## src/rtl/gl_decode_pkg.sv

```systemverilog
// Shared opcode, operand-count and state definitions for the gl_decode stage.
package gl_decode_pkg;

    localparam int NOPS_W = 5;

    localparam logic [7:0] OP_NOP        = 8'h00;
    localparam logic [7:0] OP_VERTEX     = 8'h03;
    localparam logic [7:0] OP_COLOR      = 8'h04;
    localparam logic [7:0] OP_MULTMATRIX = 8'h11;
    localparam logic [7:0] OP_LOADMATRIX = 8'h13;
    localparam logic [7:0] OP_ROTATE     = 8'h16;
    localparam logic [7:0] OP_SCALE      = 8'h17;
    localparam logic [7:0] OP_TRANSLATE  = 8'h18;
    localparam logic [7:0] OP_VIEWPORT   = 8'h19;
    localparam logic [7:0] OP_FRUSTUM    = 8'h1A;

    localparam logic [NOPS_W-1:0] NOPS_VERTEX   = 5'd3;
    localparam logic [NOPS_W-1:0] NOPS_COLOR    = 5'd3;
    localparam logic [NOPS_W-1:0] NOPS_MATRIX   = 5'd16;
    localparam logic [NOPS_W-1:0] NOPS_VIEWPORT = 5'd4;
    localparam logic [NOPS_W-1:0] NOPS_FRUSTUM  = 5'd6;

    typedef enum logic [1:0] {
        ST_IDLE   = 2'd0,
        ST_GATHER = 2'd1,
        ST_DRAIN  = 2'd2,
        ST_HOLD   = 2'd3
    } dec_state_t;

endpackage

```

## src/rtl/gl_decode_if.sv

```systemverilog
// Command handshake from decode to the transform/raster back end.
interface gl_decode_if
    import gl_decode_pkg::*;
#(
    parameter int WIDTH   = 32,
    parameter int MAX_OPS = 16
);
    logic                     cmd_valid;
    logic                     cmd_ready;
    logic [7:0]               cmd_opcode;
    logic [NOPS_W-1:0]        cmd_nops;
    logic [MAX_OPS*WIDTH-1:0] cmd_operands;

    modport master (
        output cmd_valid, cmd_opcode, cmd_nops, cmd_operands,
        input  cmd_ready
    );

    modport slave (
        input  cmd_valid, cmd_opcode, cmd_nops, cmd_operands,
        output cmd_ready
    );
endinterface

```

## src/rtl/gl_opnd_count.sv

```systemverilog
// Combinational opcode -> operand-count lookup; NOP and unknown opcodes map to 0.
module gl_opnd_count
    import gl_decode_pkg::*;
(
    input  logic [7:0]        opcode,
    output logic [NOPS_W-1:0] nops
);
    always_comb begin
        nops = '0;
        case (opcode)
            OP_VERTEX:     nops = NOPS_VERTEX;
            OP_COLOR:      nops = NOPS_COLOR;
            OP_MULTMATRIX,
            OP_LOADMATRIX,
            OP_ROTATE,
            OP_SCALE,
            OP_TRANSLATE:  nops = NOPS_MATRIX;
            OP_VIEWPORT:   nops = NOPS_VIEWPORT;
            OP_FRUSTUM:    nops = NOPS_FRUSTUM;
            default:       nops = '0;
        endcase
    end
endmodule

```

## src/rtl/gl_decode.sv

```systemverilog
// Decode stage: gathers an opcode's operand words from BRAM and emits one packed command.
module gl_decode
    import gl_decode_pkg::*;
#(
    parameter int WIDTH   = 32,
    parameter int MAX_OPS = 16
)
(
    input  logic             clk,
    input  logic             reset,
    input  logic [WIDTH-1:0] inst_in,
    input  logic [WIDTH-1:0] opnd_base,
    output logic             stall_out,
    output logic             bram_en,
    output logic [WIDTH-1:0] bram_addr,
    input  logic [WIDTH-1:0] bram_data,
    gl_decode_if.master      cmd
);
    localparam int SW = $clog2(MAX_OPS);

    dec_state_t        state_reg;
    logic              stall_reg;
    logic              bram_en_reg;
    logic [WIDTH-1:0]  bram_addr_reg;
    logic [WIDTH-1:0]  base_reg;
    logic [NOPS_W-1:0] issue_idx_reg;
    logic [SW-1:0]     cap_idx_reg;
    logic              rd_pend_reg;
    logic              valid_reg;
    logic [7:0]        opcode_reg;
    logic [NOPS_W-1:0] nops_reg;
    logic [WIDTH-1:0]  ops_reg [MAX_OPS];

    logic [NOPS_W-1:0] lut_nops;
    logic              unused_inst_bits;

    assign unused_inst_bits = |inst_in[WIDTH-1:8];

    gl_opnd_count u_count (
        .opcode (inst_in[7:0]),
        .nops   (lut_nops)
    );

    // Read issued while bram_en is high returns data the next cycle; rd_pend_reg marks that cycle.
    always_ff @(posedge clk or negedge reset) begin
        if (!reset) begin
            state_reg     <= ST_IDLE;
            stall_reg     <= 1'b0;
            bram_en_reg   <= 1'b0;
            bram_addr_reg <= '0;
            base_reg      <= '0;
            issue_idx_reg <= '0;
            cap_idx_reg   <= '0;
            rd_pend_reg   <= 1'b0;
            valid_reg     <= 1'b0;
            opcode_reg    <= '0;
            nops_reg      <= '0;
            for (int i = 0; i < MAX_OPS; i++) ops_reg[i] <= '0;
        end else begin
            rd_pend_reg <= bram_en_reg;
            case (state_reg)
                ST_IDLE: begin
                    if (inst_in[7:0] != OP_NOP) begin
                        opcode_reg  <= inst_in[7:0];
                        nops_reg    <= lut_nops;
                        stall_reg   <= 1'b1;
                        cap_idx_reg <= '0;
                        for (int i = 0; i < MAX_OPS; i++) ops_reg[i] <= '0;
                        if (lut_nops == '0) begin
                            valid_reg <= 1'b1;
                            state_reg <= ST_HOLD;
                        end else begin
                            // First read goes out on the accepting edge itself.
                            bram_en_reg   <= 1'b1;
                            bram_addr_reg <= opnd_base;
                            base_reg      <= opnd_base;
                            issue_idx_reg <= NOPS_W'(1);
                            state_reg     <= ST_GATHER;
                        end
                    end
                end
                ST_GATHER: begin
                    if (rd_pend_reg) begin
                        ops_reg[cap_idx_reg] <= bram_data;
                        cap_idx_reg          <= cap_idx_reg + 1'b1;
                    end
                    if (issue_idx_reg == nops_reg) begin
                        bram_en_reg <= 1'b0;
                        state_reg   <= ST_DRAIN;
                    end else begin
                        bram_addr_reg <= base_reg + WIDTH'(issue_idx_reg);
                        issue_idx_reg <= issue_idx_reg + 1'b1;
                    end
                end
                ST_DRAIN: begin
                    ops_reg[cap_idx_reg] <= bram_data;
                    cap_idx_reg          <= cap_idx_reg + 1'b1;
                    valid_reg            <= 1'b1;
                    state_reg            <= ST_HOLD;
                end
                ST_HOLD: begin
                    if (cmd.cmd_ready) begin
                        valid_reg <= 1'b0;
                        stall_reg <= 1'b0;
                        state_reg <= ST_IDLE;
                    end
                end
                default: state_reg <= ST_IDLE;
            endcase
        end
    end

    assign stall_out      = stall_reg;
    assign bram_en        = bram_en_reg;
    assign bram_addr      = bram_addr_reg;
    assign cmd.cmd_valid  = valid_reg;
    assign cmd.cmd_opcode = opcode_reg;
    assign cmd.cmd_nops   = nops_reg;

    for (genvar gi = 0; gi < MAX_OPS; gi++) begin : g_pack
        assign cmd.cmd_operands[gi*WIDTH +: WIDTH] = ops_reg[gi];
    end

endmodule

```

## src/flat_wrapper.sv

```systemverilog
// flat-port wrapper written by rule: the top's interface ports become plain ports
module gl_decode_flat import gl_decode_pkg::*;
#(
    parameter int WIDTH   = 32,
    parameter int MAX_OPS = 16
)
  (clk, reset, inst_in, opnd_base, stall_out, bram_en, bram_addr, bram_data, cmd_cmd_valid, cmd_cmd_opcode, cmd_cmd_nops, cmd_cmd_operands, cmd_cmd_ready);
  gl_decode_if #(.WIDTH(WIDTH), .MAX_OPS(MAX_OPS)) cmd_i ();
  input  logic clk;
  input  logic reset;
  input  logic [WIDTH-1:0] inst_in;
  input  logic [WIDTH-1:0] opnd_base;
  output logic stall_out;
  output logic bram_en;
  output logic [WIDTH-1:0] bram_addr;
  input  logic [WIDTH-1:0] bram_data;
  output wire logic [$bits(cmd_i.cmd_valid)-1:0] cmd_cmd_valid;
  output wire logic [$bits(cmd_i.cmd_opcode)-1:0] cmd_cmd_opcode;
  output wire logic [$bits(cmd_i.cmd_nops)-1:0] cmd_cmd_nops;
  output wire logic [$bits(cmd_i.cmd_operands)-1:0] cmd_cmd_operands;
  input wire logic [$bits(cmd_i.cmd_ready)-1:0] cmd_cmd_ready;
  assign cmd_cmd_valid = cmd_i.cmd_valid;
  assign cmd_cmd_opcode = cmd_i.cmd_opcode;
  assign cmd_cmd_nops = cmd_i.cmd_nops;
  assign cmd_cmd_operands = cmd_i.cmd_operands;
  assign cmd_i.cmd_ready = cmd_cmd_ready;
  gl_decode #(.WIDTH(WIDTH), .MAX_OPS(MAX_OPS)) u_core (.clk(clk), .reset(reset), .inst_in(inst_in), .opnd_base(opnd_base), .stall_out(stall_out), .bram_en(bram_en), .bram_addr(bram_addr), .bram_data(bram_data), .cmd(cmd_i));
endmodule
```

## config.mk

```make
export PLATFORM = sky130hd
export DESIGN_NAME = gl_decode_flat
export DESIGN_NICKNAME = d
export VERILOG_FILES = /design/src/rtl/gl_decode_pkg.sv /design/src/rtl/gl_decode_if.sv /design/src/rtl/gl_opnd_count.sv /design/src/rtl/gl_decode.sv /design/src/flat_wrapper.sv
export SDC_FILE = /design/constraint.sdc
export NUM_CORES = 1
export LEC_CHECK = 0
export BUFFER_PORTS_ARGS = -buffer_cell sky130_fd_sc_hd__buf_2
export CORE_AREA = 2 2 258 260
export DETAILED_ROUTE_END_ITERATION = 8
export DIE_AREA = 0 0 260 262
export SLEW_MARGIN = 0
export SYNTH_ARGS = -nofsm -noshare
export SYNTH_HDL_FRONTEND = slang
export SYNTH_HIERARCHICAL = 1
export SYNTH_SLANG_ARGS = --single-unit
```

## constraint.sdc

```tcl
create_clock -name clk -period 7.6 [get_ports clk]
set_clock_uncertainty 0.1 [all_clocks]
set_input_delay 1.14 -clock clk [delete_from_list [all_inputs] [get_ports clk]]
set_output_delay 1.14 -clock clk [all_outputs]
set_load 0.005 [all_outputs]
```

==> results.yml, run 1 <==
run_status:
  status: "finished clean"
sta:
  timing.final.ws_setup_ps: 3900
  rsz0062_at_grt: "no"
  period_share_pct: 48.7
  report.final.slew_viol_count: 0
  finalSetupTns_ps: 0
  hold_viol: 0
  setup_violations: 0
  worstMarginPinSlew_ps: 1270
  layout_min_cycle_time_ps: 3700
  maxSlewHeadroom_pct: 15.4
  fmaxAchievable_ghz: 0.270
synthesis:
  synth_fa_ha_area_share_pct: 1.02
  synth_top_cell_area_share_pct: 63.1
  synth-seq-area-share_pct: 63.1
  muxShareOfSynthArea_pct: 2.70
  synth-compound-area-share_pct: 13.5
  syn_inst: 2261
  synth_warnings: 6
  synth-xor-area-share_pct: 1.17
  ys_types: 63
  syn_area_per_cell_um2: 10.6
  syn_area_um2: 23900
  synth_ff_type: "dfrtp_1"
  synth_top_family_by_area: "simple AND/OR/NAND/NOR gates"
  yosysTopAreaCell: "dfrtp_1"
  synth_edf_count: 0
  yosys_register_bits: 604
  async_reset_ff_share_pct: 100
  synth-simple-area-share_pct: 14.7
  syn-num-nets: 2379
  synth_top_cells_by_area: "dfrtp_1 (63%), o21ai_0 (11%), nand3_1 (11%)"
clock_tree:
  cts_setup_buffers: 0
  cts_made_buffers: 68
  path_clk_slew_ps: 60
  insertion_delay_ps: 600
  htree_levels: 3
  cts_resized: 0
  cts_root_buffer: "clkbuf_16"
  clock_sink_count: 604
  postCtsHoldBufs: 0
  clockBufferDepth: 3
  cts_tree: "built"
die:
  die_x_um: 260
  io_pins: 659
  rows: 94
  design.core.area_um2: 65300
  dieArea_um2: 68100
  die_y_um: 262
  start_util_pct: 36.7
place:
  gp_congestion: 0.884
  port_buffers: 634
  dp_hpwl_um: 54300
  place_area_um2: 27600
  post-place-ws_ps: 3360
layout:
  final_area_um2: 29900
  syn_to_final_growth_pct: 24.8
  nNetsFinal: 2892
  largest_reg_flops: 512
  drive_gt1_share_pct: 29.4
  antenna_cells: 0
grt:
  grt.total_usage_pct: 22.9
  grtUsageMet1_pct: 27.2
  grt_max_degree: 194
  met3_usage_pct: 5.42
  antenna_found_initial: 1
  overflow: 0
  met2_usage_pct: 38.8
  grt_pass1_vias: 18969
  grt_first_pass_wirelength_um: 119000
  busiest_layer: "met2"
setup_path:
  cp-end-kind: "flop"
  max_stage_delay_ps: 800
  crit_fanout: 64
  cp_cell_sequence: "inv_1 -> ha_1 -> buf_4 -> nor2b_1 -> a311o_2 -> nor3_2 -> nand2_2 -> nand3_1 -> o21ai_0"
  critical_path_required_ps: 7910
  reg2reg_depth: 9
  crit_type: "flop to flop"
  arrival_ps: 4010
  cpMaxStageDelayCell: "nand2_2"
  cp-start-kind: "flop"
route:
  drt-total-wl_um: 80300
  ant_nets: 0
  vias: 19744
  firstDrtPassIters: 5
  vias_per_cell: 5.35
  post_drt_wl_per_cell_um: 21.8
  initialDrtViolationCount: 1845
  drcViolationCount: 0
power:
  vdd_ir_drop_max_v: 0.000528
  leakage_nw: 15.0
  pwr_density_cell_nw_per_um2: 384
flow_run:
  cap_violations: 0
hold_path:
  hold_path_depth: 0
  hp-class: "flop to flop"
## report_power, final
part | switching, W | leakage [nW] | internal [W] | total (W)
Sequential | 0.000371 | 8.24 | 0.00377 | 0.00414
Combinational | 0.00299 | 5.68 | 0.00101 | 0.00400
Clock | 0.00136 | 1.12 | 0.00197 | 0.00333
Total | 0.00473 | 15.0 | 0.00674 | 0.0115
## layer usage
| metal | share of wire, % | vias to the layer above |
|---|---|---|
| li1 | - | 9030 |
| met4 | 4.6 | 2 |
| met5 | 0.016 | - |
| met3 | 7.4 | 190 |
| met2 | 50 | 764 |
| met1 | 38 | 9758 |
## critical path, delay by kind of cell (launching register included)
kind / cells / cell delay, ps
compound gates: 2 / 620
fa+ha+maj: 1 / 180
buf+inv: 2 / 390
simple gates: 4 / 1740
flops: 1 / 430
## final cells by class
class | instances | area, um^2
Clock buffer | 99 | 2020
Tap cell | 864 | 1080
Timing Repair Buffer | 655 | 3400
Sequential cell | 604 | 15100
Clock inverter | 21 | 268
Multi-Input combinational cell | 1433 | 7960
Fill cell | 6276 | 35400
Inverter | 12 | 45.0
## kinds of logic (layout without fill, tap and decap cells)
kind of cell | after synthesis | count (layout)
compound gates | 614 | 614
fa+ha+maj | 19 | 19
simple gates | 707 | 707
xor+xnor | 32 | 32
buf+inv | 224 | 787
mux | 60 | 60
other cells | 1 | 1
flops | 604 | 604
## per-stage QoR
step	utilization (%)	cells	hold slack, ps	power (W)
6_report	45.8	3688	347	0.0115
5_1_grt	45.8	3688	371	0.0121
4_1_cts	45.8	3688	348	0.0116
3_5_place_dp	42.3	3568	333	0.00821
3_3_place_gp	42.3	3568	316	0.00812
2_1_floorplan	-	2261	315	0.00654
## layout by cell type (no fill, tap or decap), drive strengths merged, types with 3 or more instances in the layout
master and instances:
a22o 7, mux2 37, a22oi 7, dfrtp 604, a211oi 3, inv 16
a21oi 15, and3 6, mux2i 23, o211ai 6, clkinv 10, nor2 17
bufinv 3, nand4 6, a31oi 3, nor2b 3, buf 655, nor4 5
a21o 5, nand3 532, nor3 7, o21ai 552, clkbuf 99, nand2 113
xor2 13, or4 6, xnor2 19, clkinvlp 4, ha 18
## final timing paths
path	startpoint	to	slack, ps
worst max-delay path	u_core/state_reg[1]$_DFFE_PN0P_	u_core/cmd.cmd_operands[10]$_DFFE_PN0P_	3900
worst min-delay path	u_core/bram_en$_DFFE_PN0P_	u_core/rd_pend_reg$_DFF_PN0_	350
worst max register to register	u_core/state_reg[1]$_DFFE_PN0P_	u_core/cmd.cmd_operands[10]$_DFFE_PN0P_	3900
worst min register to register	u_core/bram_en$_DFFE_PN0P_	u_core/rd_pend_reg$_DFF_PN0_	350
max in group asynchronous	reset	u_core/cmd.cmd_operands[223]$_DFFE_PN0P_	5510
min in group asynchronous	reset	u_core/cmd.cmd_operands[96]$_DFFE_PN0P_	400
## synth_stat cells (all sizes together), types with 3 or more instances
cell type  instances
xor2              13
ha                18
nor4               5
nor3               7
a21oi             15
inv               12
dfrtp            604
a21o               5
nor2              17
xnor2             19
o211ai             6
clkbuf           143
mux2i             23
nand3            532
a22oi              7
a211oi             3
o21ai            552
nand4              6
and3               6
buf               69
nor2b              3
nand2            113
a31oi              3
or4                6
a22o               7
mux2              37
No activity file was read; power rests on OpenSTA's default activity.
==> run 2, diff against run 1 <==
clock period = 3.04 ns   (was 7.6 ns; I/O delays follow)
==> results.yml, run 2 (synthesized netlist as in run 1, its figures left out) <==
layout:
  nNetsFinal: 3012
  largest_reg_flops: 512
  post-route-util_pct: 47.8
  finalNonFillerCells: 3805
  syn_to_final_growth_pct: 30.4
  layout_common_cells: "buf_2 (633), dfrtp_1 (604), o21ai_0 (533), nand3_1 (532), nand2_1 (97)"
  final_common_cell: "buf_2"
  drive_gt1_share_pct: 31.1
  antenna_cells: 0
  n_fill_cell: 6088
setup_path:
  crit_fanout: 42
  cpMaxStageDelayCell: "dlygate4sd3_1"
  reg2reg_depth: 9
  cp-end-kind: "flop"
  path_buf_inv: 4
  reg2reg_from: "u_core/issue_idx_reg[0]$_DFFE_PN0P_"
  crit_type: "primary input to flop"
  cp-start-kind: "primary input"
  rr_endpoint: "u_core/bram_addr[26]$_DFFE_PN0P_"
  cp_cell_sequence: "dlygate4sd3_1 -> buf_2 -> mux2i_1 -> or3_1 -> nor4_2 -> or4_1 -> nor2_1 -> buf_4 -> a2bb2oi_2 -> a21o_1 -> buf_12 -> or4_1 -> nand2_1"
  max_stage_delay_ps: 530
  r2r_setup_slack_ps: 230
  arrival_ps: 3250
  crit_top_cell: "or4_1"
  critical_path_required_ps: 3470
  critPathTopFamily: "simple AND/OR/NAND/NOR gates"
clock_tree:
  cts_made_buffers: 66
  insertion_delay_ps: 590
  path_clk_slew_ps: 60
  cts_resized: 0
  cts_root_buffer: "clkbuf_16"
  postCtsHoldBufs: 32
  clockBufferDepth: 3
  htree_levels: 3
  cts_setup_buffers: 0
  cts_tree: "built"
  clock_sink_count: 604
die:
  die_x_um: 260
  rows: 94
  io_pins: 659
  start_util_pct: 36.7
  die_y_um: 262
  design.core.area_um2: 65300
  dieArea_um2: 68100
power:
  seqPwrFrac_pct: 34.5
  power.switching_w: 0.0122
  pwr_density_cell_nw_per_um2: 965
  power_w: 0.0301
  p_comb_share_pct: 38.2
  switching_share_pct: 40.4
  p_clk_share_pct: 27.3
  p_int_w: 0.0179
  leakage_nw: 15.7
  vdd_ir_drop_max_v: 0.000648
run_status:
  status: "finished clean"
sta:
  hold_viol: 0
  period_share_pct: 92.8
  maxSlewHeadroom_pct: 39.9
  rsz0062_at_grt: "no"
  worstMarginPinSlew_ps: 899
  finalSetupTns_ps: 0
  report.final.slew_viol_count: 0
  layout_min_cycle_time_ps: 2820
  fmaxAchievable_ghz: 0.354
  setup_violations: 0
route:
  firstDrtPassIters: 5
  ant_nets: 0
  vias: 20251
  drt-total-wl_um: 82900
  post_drt_wl_per_cell_um: 21.8
  vias_per_cell: 5.32
  initialDrtViolationCount: 1669
  drcViolationCount: 0
hold_path:
  min_from: "opnd_base[10]"
  hold_end: "u_core/base_reg[10]$_DFFE_PN0P_"
  hp-class: "primary input to flop"
  hold_path_depth: 2
grt:
  antenna_found_initial: 0
  grt.total_usage_pct: 23.7
  grt_first_pass_wirelength_um: 123000
  grt_max_degree: 74
  overflow: 0
  grt_pass1_vias: 19838
place:
  placed_cells: 3658
  dp_hpwl_um: 57600
  gp_congestion: 0.905
  port_buffers: 634
flow_run:
  cap_violations: 0
-- run 2: final cells by class --
type                       instances  area (um^2)  share of cell area, %
tap                              864         1080                   3.46
sequential                       604        15100                   48.4
clock inverter                    28          405                   1.30
clock buffer                      87         1820                   5.83
timing repair buffer             777         4790                   15.3
inverter                          12         45.0                  0.144
multi-input combinational       1433         7960                   25.5
-- run 2: worst reg2reg max path, delay by kind of cell, from the launching register on --
kind | cells | cell delay (ps)
and+or+nand+nor | 1 | 90
adders and majority gates | 2 | 690
AOI/OAI and AO/OA | 3 | 820
xor gates and xnor gates | 1 | 150
DFF | 1 | 470
muxes | 1 | 130
buffers and inverters | 1 | 270
-- run 2: power by group through the flow --
stage	sequential, W	combinational [W]	clock, W
floorplan	0.0104	0.00593	0
global placement	0.0104	0.0112	0
detailed placement	0.0105	0.0115	0
CTS	0.0104	0.0115	0.00842
global route	0.0106	0.0124	0.00876
finish	0.0104	0.0115	0.00823
-- run 2: routing by layer --
layer  part of all wire, %  track usage, %  routed length, um  vias up
met5                     0               0                  0        -
met4                   3.4            9.83               2800        0
met3                   6.6            4.95               5450      150
met2                    51            41.1              42400      743
met1                    39            28.7              32300    10085
li1                      -               -                  -     9273
-- run 2: how the worst max path moves through the flow --
stage | startpoint | to | slack [ps] | depth (start not counted)
after floorplan | inst_in[0] | u_core/bram_addr[29]$_DFFE_PN0P_ | 270 | 12
after global placement | inst_in[0] | u_core/bram_addr[29]$_DFFE_PN0P_ | 10 | 13
after detailed placement | inst_in[0] | u_core/issue_idx_reg[3]$_DFFE_PN0P_ | -20 | 14
after CTS | inst_in[2] | u_core/issue_idx_reg[3]$_DFFE_PN0P_ | 240 | 13
after global routing | u_core/issue_idx_reg[0]$_DFFE_PN0P_ | u_core/bram_addr[24]$_DFFE_PN0P_ | 20 | 9
final | inst_in[2] | u_core/issue_idx_reg[3]$_DFFE_PN0P_ | 220 | 13
-- run 2: through the flow --
| step | worst slack, ps | hold slack [ps] | instance area (um^2) |
|---|---|---|---|
| 6_report | 219 | 47.9 | 31200 |
| 5_1_grt | 20.2 | 23.8 | 31200 |
| 4_1_cts | 241 | 1.38 | 31200 |
| 3_5_place_dp | -19.7 | 320 | 28700 |
| 3_3_place_gp | 13.9 | 320 | 28700 |
| 2_1_floorplan | 273 | 60.4 | 23900 |
